**src/rtl/spec_pkg.sv**
```systemverilog
`default_nettype none
// ============================================================================
//  Module      : spec_pkg
//  Description : Shared defaults, controller state encoding and the modular
//                offset helper for the speculation-tag controller.
//  Revision    : 1.0 - initial release
// ============================================================================
package spec_pkg;

    localparam int SPEC_ID_W     = 5;
    localparam int SPEC_NUM_TAGS = 16;

    typedef enum logic [0:0] {
        RUN    = 1'b0,
        SQUASH = 1'b1
    } spec_state_e;

    // Distance of id from head in the circular ID space; this is the youth
    // order used for every outstanding/younger comparison.
    function automatic logic [31:0] spec_off(
        input logic [31:0] id,
        input logic [31:0] head,
        input int unsigned id_w
    );
        logic [31:0] diff;
        logic [31:0] mask;
        diff = id - head;
        mask = (32'd1 << id_w) - 32'd1;
        return diff & mask;
    endfunction

endpackage
`default_nettype wire

```
**src/rtl/spec_done_ring.sv**
```systemverilog
`default_nettype none
// ============================================================================
//  Module      : spec_done_ring
//  Description : Ring of per-tag done bits indexed by id mod NUM_TAGS, with a
//                set port, a clear port and two read ports (head and check).
//  Revision    : 1.0 - initial release
// ============================================================================
module spec_done_ring #(
    parameter int NUM_TAGS = 16,
    parameter int IDX_W    = 4
) (
    input  logic             clk,
    input  logic             rst,
    input  logic             set_en,
    input  logic [IDX_W-1:0] set_idx,
    input  logic             clr_en,
    input  logic [IDX_W-1:0] clr_idx,
    input  logic [IDX_W-1:0] head_idx,
    output logic             head_done,
    input  logic [IDX_W-1:0] chk_idx,
    output logic             chk_done
);

    logic [NUM_TAGS-1:0] r_done;

    // Clear a slot when its ID is (re)allocated, set it when the branch resolves.
    // The allocating slot is never outstanding, so set and clear never collide.
    always_ff @(posedge clk) begin
        if (rst) begin
            r_done <= '0;
        end else begin
            if (clr_en) r_done[clr_idx] <= 1'b0;
            if (set_en) r_done[set_idx] <= 1'b1;
        end
    end

    assign head_done = r_done[head_idx];
    assign chk_done  = r_done[chk_idx];

endmodule
`default_nettype wire

```
**src/rtl/spec_tag_ctrl.sv**
```systemverilog
`default_nettype none
// ============================================================================
//  Module      : spec_tag_ctrl
//  Description : In-order speculation-ID allocator/retirer. Sequences the
//                (invalid, missId) squash broadcast on a mispredict.
//                Optional macro SPEC_TAG_ERR_CHK_EN adds a sticky err output
//                flagging out-of-window or duplicate resolves.
//  Revision    : 1.0 - initial release
// ============================================================================
module spec_tag_ctrl
    import spec_pkg::*;
#(
    parameter int ID_W         = SPEC_ID_W,
    parameter int NUM_TAGS     = SPEC_NUM_TAGS,
    parameter int SCRUB_CYCLES = 2
) (
    input  logic            clk,
    input  logic            rst,
    input  logic            alloc_req,
    output logic            alloc_gnt,
    output logic [ID_W-1:0] alloc_id,
    input  logic            resolve_valid,
    input  logic [ID_W-1:0] resolve_id,
    input  logic            resolve_miss,
    output logic            invalid,
    output logic [ID_W-1:0] missId,
    output logic [ID_W-1:0] oldest_id,
    output logic [ID_W-1:0] count,
    output logic            busy
`ifdef SPEC_TAG_ERR_CHK_EN
    ,
    output logic            err
`endif
);

    localparam int              c_IDX_W     = $clog2(NUM_TAGS);
    localparam int              c_SCR_W     = (SCRUB_CYCLES > 1) ? $clog2(SCRUB_CYCLES) : 1;
    localparam logic [ID_W-1:0] c_NUM_TAGS  = ID_W'(NUM_TAGS);
    localparam logic [0:0]      c_ST_RUN    = RUN;
    localparam logic [0:0]      c_ST_SQUASH = SQUASH;

    logic [0:0]         r_state;
    logic [ID_W-1:0]    r_head;
    logic [ID_W-1:0]    r_tail;
    logic [ID_W-1:0]    r_count;
    logic [ID_W-1:0]    r_miss_id;
    logic [c_SCR_W-1:0] r_scrub;

    logic [ID_W-1:0]    w_res_off;
    logic               w_res_out;
    logic               w_miss;
    logic               w_corr;
    logic               w_set;
    logic               w_gnt;
    logic               w_ret;
    logic               w_head_done;
    logic               w_chk_done;
    logic [ID_W-1:0]    w_count_nxt;

    assign w_res_off = ID_W'(spec_off(32'(resolve_id), 32'(r_head), ID_W));
    assign w_res_out = (w_res_off < r_count);

    // Only RUN accepts a mispredict; in SQUASH the window is already cut back.
    assign w_miss = (r_state == c_ST_RUN) & resolve_valid & resolve_miss & w_res_out;
    assign w_corr = resolve_valid & ~resolve_miss & w_res_out;
    assign w_set  = w_miss | (w_corr & ~w_chk_done);

    assign w_gnt  = (r_state == c_ST_RUN) & alloc_req & (r_count < c_NUM_TAGS) & ~w_miss;
    assign w_ret  = w_head_done & (r_count != '0);

    spec_done_ring #(
        .NUM_TAGS (NUM_TAGS),
        .IDX_W    (c_IDX_W)
    ) u_done_ring (
        .clk       (clk),
        .rst       (rst),
        .set_en    (w_set),
        .set_idx   (resolve_id[c_IDX_W-1:0]),
        .clr_en    (w_gnt),
        .clr_idx   (r_tail[c_IDX_W-1:0]),
        .head_idx  (r_head[c_IDX_W-1:0]),
        .head_done (w_head_done),
        .chk_idx   (resolve_id[c_IDX_W-1:0]),
        .chk_done  (w_chk_done)
    );

    // Outstanding count: a mispredict truncates the window just past the missed ID.
    always_comb begin
        w_count_nxt = r_count;
        if (w_miss) begin
            w_count_nxt = w_res_off + ID_W'(1);
        end else if (w_gnt) begin
            w_count_nxt = r_count + ID_W'(1);
        end
        if (w_ret) begin
            w_count_nxt = w_count_nxt - ID_W'(1);
        end
    end

    // Pointers, FSM and the squash broadcast registers.
    always_ff @(posedge clk) begin
        if (rst) begin
            r_state   <= c_ST_RUN;
            r_head    <= '0;
            r_tail    <= '0;
            r_count   <= '0;
            r_miss_id <= '0;
            r_scrub   <= '0;
        end else begin
            if (w_miss) begin
                r_tail    <= resolve_id + ID_W'(1);
                r_miss_id <= resolve_id + ID_W'(1);
                r_state   <= c_ST_SQUASH;
                r_scrub   <= c_SCR_W'(SCRUB_CYCLES - 1);
            end else if (w_gnt) begin
                r_tail <= r_tail + ID_W'(1);
            end
            if (r_state == c_ST_SQUASH) begin
                if (r_scrub == '0) begin
                    r_state <= c_ST_RUN;
                end else begin
                    r_scrub <= r_scrub - c_SCR_W'(1);
                end
            end
            r_head  <= r_head + ID_W'(w_ret);
            r_count <= w_count_nxt;
        end
    end

`ifdef SPEC_TAG_ERR_CHK_EN
    // Sticky flag for a resolve outside the window or of an already-done ID.
    always_ff @(posedge clk) begin
        if (rst) begin
            err <= 1'b0;
        end else if (resolve_valid & (~w_res_out | w_chk_done)) begin
            err <= 1'b1;
        end
    end
`endif

    assign alloc_gnt = w_gnt;
    assign alloc_id  = r_tail;
    assign invalid   = (r_state == c_ST_SQUASH);
    assign busy      = (r_state == c_ST_SQUASH);
    assign missId    = r_miss_id;
    assign oldest_id = r_head;
    assign count     = r_count;

endmodule
`default_nettype wire

```
**config.mk**
```make
export PLATFORM = sky130hd
export DESIGN_NAME = spec_tag_ctrl
export DESIGN_NICKNAME = d
export VERILOG_FILES = /design/src/rtl/spec_pkg.sv /design/src/rtl/spec_done_ring.sv /design/src/rtl/spec_tag_ctrl.sv
export SDC_FILE = /design/constraint.sdc
export NUM_CORES = 1
export LEC_CHECK = 0
export CORE_MARGIN = 1.5
export CORE_UTILIZATION = 49
export DETAILED_ROUTE_END_ITERATION = 8
export GPL_ROUTABILITY_DRIVEN = 0
export PLACE_DENSITY = 0.76
export SYNTH_ARGS = -nofsm -noshare
export SYNTH_HDL_FRONTEND = slang
export SYNTH_SLANG_ARGS = --single-unit
```
**constraint.sdc**
```tcl
create_clock -name clk -period 4.3 [get_ports clk]
set_input_delay 0.86 -clock clk [delete_from_list [all_inputs] [get_ports clk]]
set_output_delay 0.86 -clock clk [all_outputs]
set_load 0.01 [all_outputs]
```
==> metrics, run 1 <==
sequential cell area=761 um^2; drt drc=0; Cell Area, Placed=3000 um^2; # clock sinks=38; Comb pwr share=26.7%; EDFF count, synth=0; pin count of the biggest net entering global routing=39; global-route wire length before repair=10.2 mm; top layer in use=met4; max incr delay on CP=0.44 ns; Top FF cell, synth=dfxtp_1; Post-Syn Instances=279; grt total ovfl=0; sequential share of power=37.3%; post-layout instance area=3170 um^2; clock buffer count from CTS=5; Layout Utilization=65.4%; Cells after DPL=385; nets=360; routed vias/inst=5.62; register area share after synthesis=30.1%; clock latency on the worst-skew pair=0.29 ns; CTS HTree Levels=2; hold depth=2; CTS root buf=clkbuf_8; cts hold-fix bufs=0; Critical Path Start Type=input pin; WP data arrival=3.30 ns; fin crit period=4.16 ns; Layout Cells excl Fill=395; Initial Util=52.1%; WL met3=458 um; clock-pin transition on the worst setup and hold timing paths=0.08 ns; routed wl met2=2.93 mm; Hold Crit Class=reg -> reg; CTS tree=done; cells along the critical path=clkdlybuf4s50_1 -> ha_1 -> buf_4 -> a21oi_1 -> nand3b_1 -> nor2b_1 -> ha_1 -> nand2_1 -> nand4b_1 -> a31o_2 -> and2_4 -> clkdlybuf4s15_2; commonest non-fill, non-tap cells in the layout=dfxtp_1 (38), clkdlybuf4s50_1 (29); core area=4850 um^2; synth top area cells=dfxtp_1 (30%), ha_1 (11%), a21oi_1 (4.6%); layout cells sized above 1=15.2%; clock network power share=36.0%; worst-path fanout max=4; Boundary Pins=33; height of the die=74.8 um; Sw Pwr=0.293 mW; die width=74.8 um; status=complete, no violations; commonest non-fill, non-tap cell in the layout=dfxtp_1; RSZ-0062 raised after global routing=false; Post-DP HPWL=4.64 mm; drt total wl=6.26 mm; CP required=3.44 ns; DIE AREA=5590 um^2; port bufs=32; wire length per cell=15.8 um; DR iter-0 viols=134; leakage power=1.20 nW; vias in the first global route=2090; Sw Share=27.8%; CP dominant cell by count=ha_1; Seq cells post-synth=38; row count=25; skew final=0.00604 ns; Max Clk Rate=241 MHz; Antenna Cells=0; slew at the pin with the worst max-slew slack=0.520 ns; Fill cells=407; Worst Reg-to-Reg Cells=16; Setup crit end kind=output pin; WS Path Type=in -> out; Met1 Routed Length=2.79 mm; max cap viols=0; Multi-input gate area=1640 um^2; Post-Syn Area=2520 um^2; Synth top area share=30.1%; Pwr Density=333 nW/um^2; Area growth, synth to finish=25.7%; Tot Pwr=1.06 mW; All-Layer GR Usage=24.8%; Cell Int Power=0.763 mW; final setup fails=0; relative slew slack=64.8%; Syn Nets=312; VDD IR-drop max=0.225 mV; Yosys warnings=0; via count=2220; post-synth cell types=47; Max clock buf depth=2; Async S/R FF share, synth=0%; area leader, netlist=dfxtp_1; Final ANT Viol Nets=0; final hold violations=0; Final Cycle Share=96.6%; syn_area_per_cell=9.05 um^2; initial antenna violation count=0; 1st-pass router iterations=4; Crit-path slowest cell=clkdlybuf4s50_1; Slew Viols, Final=0
per-layer routing:
layer | GRT usage [%] | vias to the layer above
li1 | - | 1084
met1 | 32.4 | 1036
met2 | 39.8 | 88
met3 | 6.29 | 12
met4 | 8.89 | 0
met5 | 0 | -
state kept, by name, indices dropped and copies added, names as in the netlist:
register / cells
alloc_id: 5
busy: 1
count: 5
missId: 5
oldest_id: 5
r_scrub: 1
u_done_ring.r_done: 16
worst max-delay path, delay by kind of cell:
family | cells | cell delay, ns
buf+inv | 3 | 0.82
simple gates | 5 | 0.64
compound gates | 2 | 0.46
fa+ha+maj | 2 | 0.52
cell type report:
cell class	count	area share (%)
multi-input cells	213	51.7
flip-flops and latches	38	24.0
repair buffers	54	15.4
well taps	67	2.64
clock buffers	6	2.60
clock inverters	2	1.89
inverters	15	1.77
power by group through the flow:
stage | clock [mW] | combinational [mW] | sequential, mW
floorplan | 0 | 0.163 | 0.403
global placement | 0 | 0.270 | 0.401
detailed placement | 0 | 0.275 | 0.402
CTS | 0.390 | 0.280 | 0.394
global route | 0.402 | 0.312 | 0.397
finish | 0.381 | 0.282 | 0.394
worst paths after layout:
kind,start,endpoint,slack [ns]
worst min register to register,r_scrub$_SDFF_PP0_,busy$_SDFF_PP0_,0.47
worst max register to register,oldest_id[0]$_SDFF_PP0_,count[4]$_SDFF_PP0_,0.96
worst max-delay path,resolve_id[2],alloc_gnt,0.14
worst min-delay path,r_scrub$_SDFF_PP0_,busy$_SDFF_PP0_,0.47
stage by stage:
step | setup WS [ns] | hold WS [ns] | TNS [ns]
2_1_floorplan | 0.212 | 0.450 | 0
3_3_place_gp | -0.389 | 0.449 | -0.389
3_5_place_dp | -0.480 | 0.456 | -0.706
4_1_cts | 0.107 | 0.467 | 0
5_1_grt | 0.0139 | 0.503 | 0
6_report | 0.144 | 0.467 | 0
what timing repair did:
item / in CTS / in global routing
pin swaps: 3 / 0
setup endpoints to repair: 1 / 1
setup buffers: 2 / 0
gates resized for setup: 8 / 3
cell families (layout without fill, tap and decap cells):
| logic type | Yosys count | after routing | synth area share (%) |
|---|---|---|---|
| simple gates | 88 | 88 | 19.4 |
| compound gates | 63 | 63 | 14.9 |
| flops | 38 | 38 | 30.1 |
| buf+inv | 28 | 77 | 5.50 |
| fa+ha+maj | 23 | 23 | 11.7 |
| xor+xnor | 23 | 23 | 8.52 |
| mux | 16 | 16 | 9.86 |
synthesized netlist by cell type (2+ instances only):
cell and n:
nand2_1 22, xor2_1 9, nand4_1 4, buf_2 3
nand3b_1 10, nand4b_1 5, clkbuf_1 4, nand2b_1 4
nor2b_1 6, o21ai_1 3, mux2i_1 8, inv_1 15
o21a_1 4, buf_4 4, nand3_1 7, buf_6 2
mux4_2 4, nor2_1 19, o21ai_0 17, a21oi_1 23
mux4_1 2, and2_1 2, a211oi_1 8, ha_1 22
dfxtp_1 38, xnor2_1 13
Note: power is estimated with default switching activity, not from simulation.
==> run 2: changes to the inputs <==
--- a/config.mk
+++ b/config.mk
@@ -7,9 +7,11 @@
 export LEC_CHECK = 0
 export CORE_MARGIN = 1.5
 export CORE_UTILIZATION = 49
+export CTS_BUF_LIST = sky130_fd_sc_hd__clkbuf_4
 export DETAILED_ROUTE_END_ITERATION = 8
 export GPL_ROUTABILITY_DRIVEN = 0
 export PLACE_DENSITY = 0.76
+export RECOVER_POWER = 100
 export SYNTH_ARGS = -nofsm -noshare
 export SYNTH_HDL_FRONTEND = slang
 export SYNTH_SLANG_ARGS = --single-unit
==> run 2 against run 1 <==
  * First-iteration DRC count shrank 13%
  * Via count shrank 1.4%
  * Flip-flop and latch count is the same
  * Combinational power shrank 4%
  * Cell area shrank 2.0%
  * Core utilization shrank 1.3 points
  * Clock power shrank 20%
  * Worst setup slack lost 0.015 ns
  * Global-route usage shrank 0.11 points
  * Critical path depth grew 2
  * Fmax shrank 0.36%
==> metrics, run 2 (synthesis gave the netlist of run 1 again) <==
Final WS setup=0.129 ns; hold depth=2; reg2reg setup slack=0.70 ns; leakage power=1.22 nW; Reg with most FFs=u_done_ring.r_done; port bufs=32; Layout Cells excl Fill=395; clock-pin transition on the worst setup and hold timing paths=0.12 ns; commonest non-fill, non-tap cells in the layout=dfxtp_1 (38), a21oi_1 (22), nand2_1 (22), ha_1 (22), dlygate4sd3_1 (21); Antenna Cells=0; reg-to-reg endpoint=count[4]$_SDFF_PP0_; Critical Path Start Type=input pin; Hold Crit Class=reg -> reg; core area=4850 um^2; drt drc=0; Slew Viols, Final=0; Reg-to-Reg Start=oldest_id[1]$_SDFF_PP0_; final hold violations=0; clock network power share=31.6%; relative slew slack=44.0%; Largest delay share family, worst path=adder cells; Layout Utilization=64.1%; worst-path fanout max=4; fin crit period=4.17 ns; CP dominant cell by count=ha_1; commonest non-fill, non-tap cell in the layout=dfxtp_1; Sw Share=29.4%; routed vias/inst=5.54; global-route wire length before repair=10.2 mm; Pwr Density=312 nW/um^2; nets=360; CTS tree=done; Multi-input gate area=1630 um^2; DIE AREA=5590 um^2; WHS=0.469 ns; All-Layer GR Usage=24.7%; DR iter-0 viols=116; clock latency on the worst-skew pair=0.35 ns; status=complete, no violations; Tot Pwr=0.970 mW; cells along the critical path=dlygate4sd2_1 -> inv_2 -> ha_1 -> inv_1 -> fa_2 -> a21o_1 -> a21oi_2 -> xnor2_1 -> ha_1 -> nand2_1 -> nand4b_1 -> a31o_2 -> and2_4 -> clkdlybuf4s15_2; CP required=3.44 ns; drt total wl=6.26 mm; Worst Path Buf+Inv=4; die width=74.8 um; final setup fails=0; # clock sinks=38; Setup crit end kind=output pin; Sum Neg Setup Slack=0 ns; max cap viols=0; CTS root buf=clkbuf_4; max incr delay on CP=0.34 ns; hold path start=missId[1]$_SDFFE_PP0P_; Post-DP HPWL=4.64 mm; Boundary Pins=33; max reg flops=16; sequential cell area=761 um^2; Area growth, synth to finish=23.1%; vias in the first global route=2094; cts hold-fix bufs=0; clock buffer count from CTS=5; wire length per cell=15.8 um; initial antenna violation count=0; via count=2190; Worst Reg-to-Reg Cells=14; slew at the pin with the worst max-slew slack=0.831 ns; 1st-pass router iterations=4; Hold Crit Endpoint=missId[1]$_SDFFE_PP0P_; RSZ-0062 raised after global routing=false; Max Clk Rate=240 MHz; Cell Int Power=0.685 mW; sequential share of power=40.6%; WP data arrival=3.31 ns; row count=25; Max clock buf depth=2; Final ANT Viol Nets=0; post-layout instance area=3110 um^2; pin count of the biggest net entering global routing=39; skew final=0.0135 ns; Comb pwr share=27.9%; VDD IR-drop max=0.192 mV; Final Cycle Share=97.0%; CTS HTree Levels=2; WS Path Type=in -> out; Fill cells=426; height of the die=74.8 um; layout cells sized above 1=13.4%; grt total ovfl=0; Initial Util=52.1%; Cell Area, Placed=3000 um^2; Sw Pwr=0.285 mW; Crit-path slowest cell=fa_2; dpl ws=-0.480 ns; Cells after DPL=385
==> run 2: cell count changes in the layout (fill, tap and decap cells not counted), sizes merged <==
cell | before | now
clkinv | 0 | 1
clkbuf | 6 | 10
buf | 22 | 17
dlygate4sd3 | 0 | 21
clkdlybuf4s50 | 29 | 8
==> run 2: tightest hold or removal path, cell delays in order, from the launching register on <==
cell	delay, ns
dfxtp_1	0.33
nand2_1	0.05
a21oi_1	0.06
==> run 2: how the worst max path moves through the flow <==
stage,startpoint,endpoint,slack (ns),depth (start not counted)
after floorplan,resolve_id[0],alloc_gnt,0.21,14
after global placement,resolve_id[0],alloc_gnt,-0.39,14
after detailed placement,resolve_id[0],alloc_gnt,-0.48,14
after global routing,resolve_id[0],alloc_gnt,0.003,14
after CTS,resolve_id[1],alloc_gnt,0.11,11
final,resolve_id[0],alloc_gnt,0.13,14
==> run 2: layout make-up <==
class,instances,share of cell area (%)
Multi-Input combinational cell,213,52.3
Sequential cell,38,24.5
Timing Repair Buffer,54,15.5
Tap cell,67,2.70
Clock inverter,3,2.05
Inverter,15,1.81
Clock buffer,5,1.21
==> run 2: layer usage <==
layer	part of all wire (%)	global-route usage, %	wire [um]	vias to the layer above
met3	6.4	6.16	398	6
li1	-	-	-	1081
met2	47	39.9	2930	69
met1	46	32.2	2860	1034
met5	0	0	0	-
met4	1.0	8.69	63	0
==> run 2: power by group through the flow <==
stage / registers, mW / logic, mW / clock network (mW)
4_1_cts: 0.394 / 0.280 / 0.312
5_1_grt: 0.397 / 0.300 / 0.324
6_report: 0.394 / 0.270 / 0.306
3_3_place_gp: 0.401 / 0.270 / 0
3_5_place_dp: 0.402 / 0.275 / 0
2_1_floorplan: 0.403 / 0.163 / 0
==> run 2: timing repair <==
| item | CTS | global route |
|---|---|---|
| resized for setup | 8 | 3 |
| buffers inserted | 2 | 0 |
| cloned | 0 | 0 |
| pin swaps | 3 | 0 |
| endpoints found under the hold margin | 0 | 0 |
| endpoints found under the setup margin | 1 | 1 |
==> run 3: changes to the inputs <==
--- a/config.mk
+++ b/config.mk
@@ -8,6 +8,7 @@
 export CORE_MARGIN = 1.5
 export CORE_UTILIZATION = 49
 export CTS_BUF_LIST = sky130_fd_sc_hd__clkbuf_4
+export CTS_CLUSTER_DIAMETER = 150
 export DETAILED_ROUTE_END_ITERATION = 8
 export GPL_ROUTABILITY_DRIVEN = 0
 export PLACE_DENSITY = 0.76
==> results of run 3 <==
The final DEF is identical to that of run 2; final timing and power are the same.
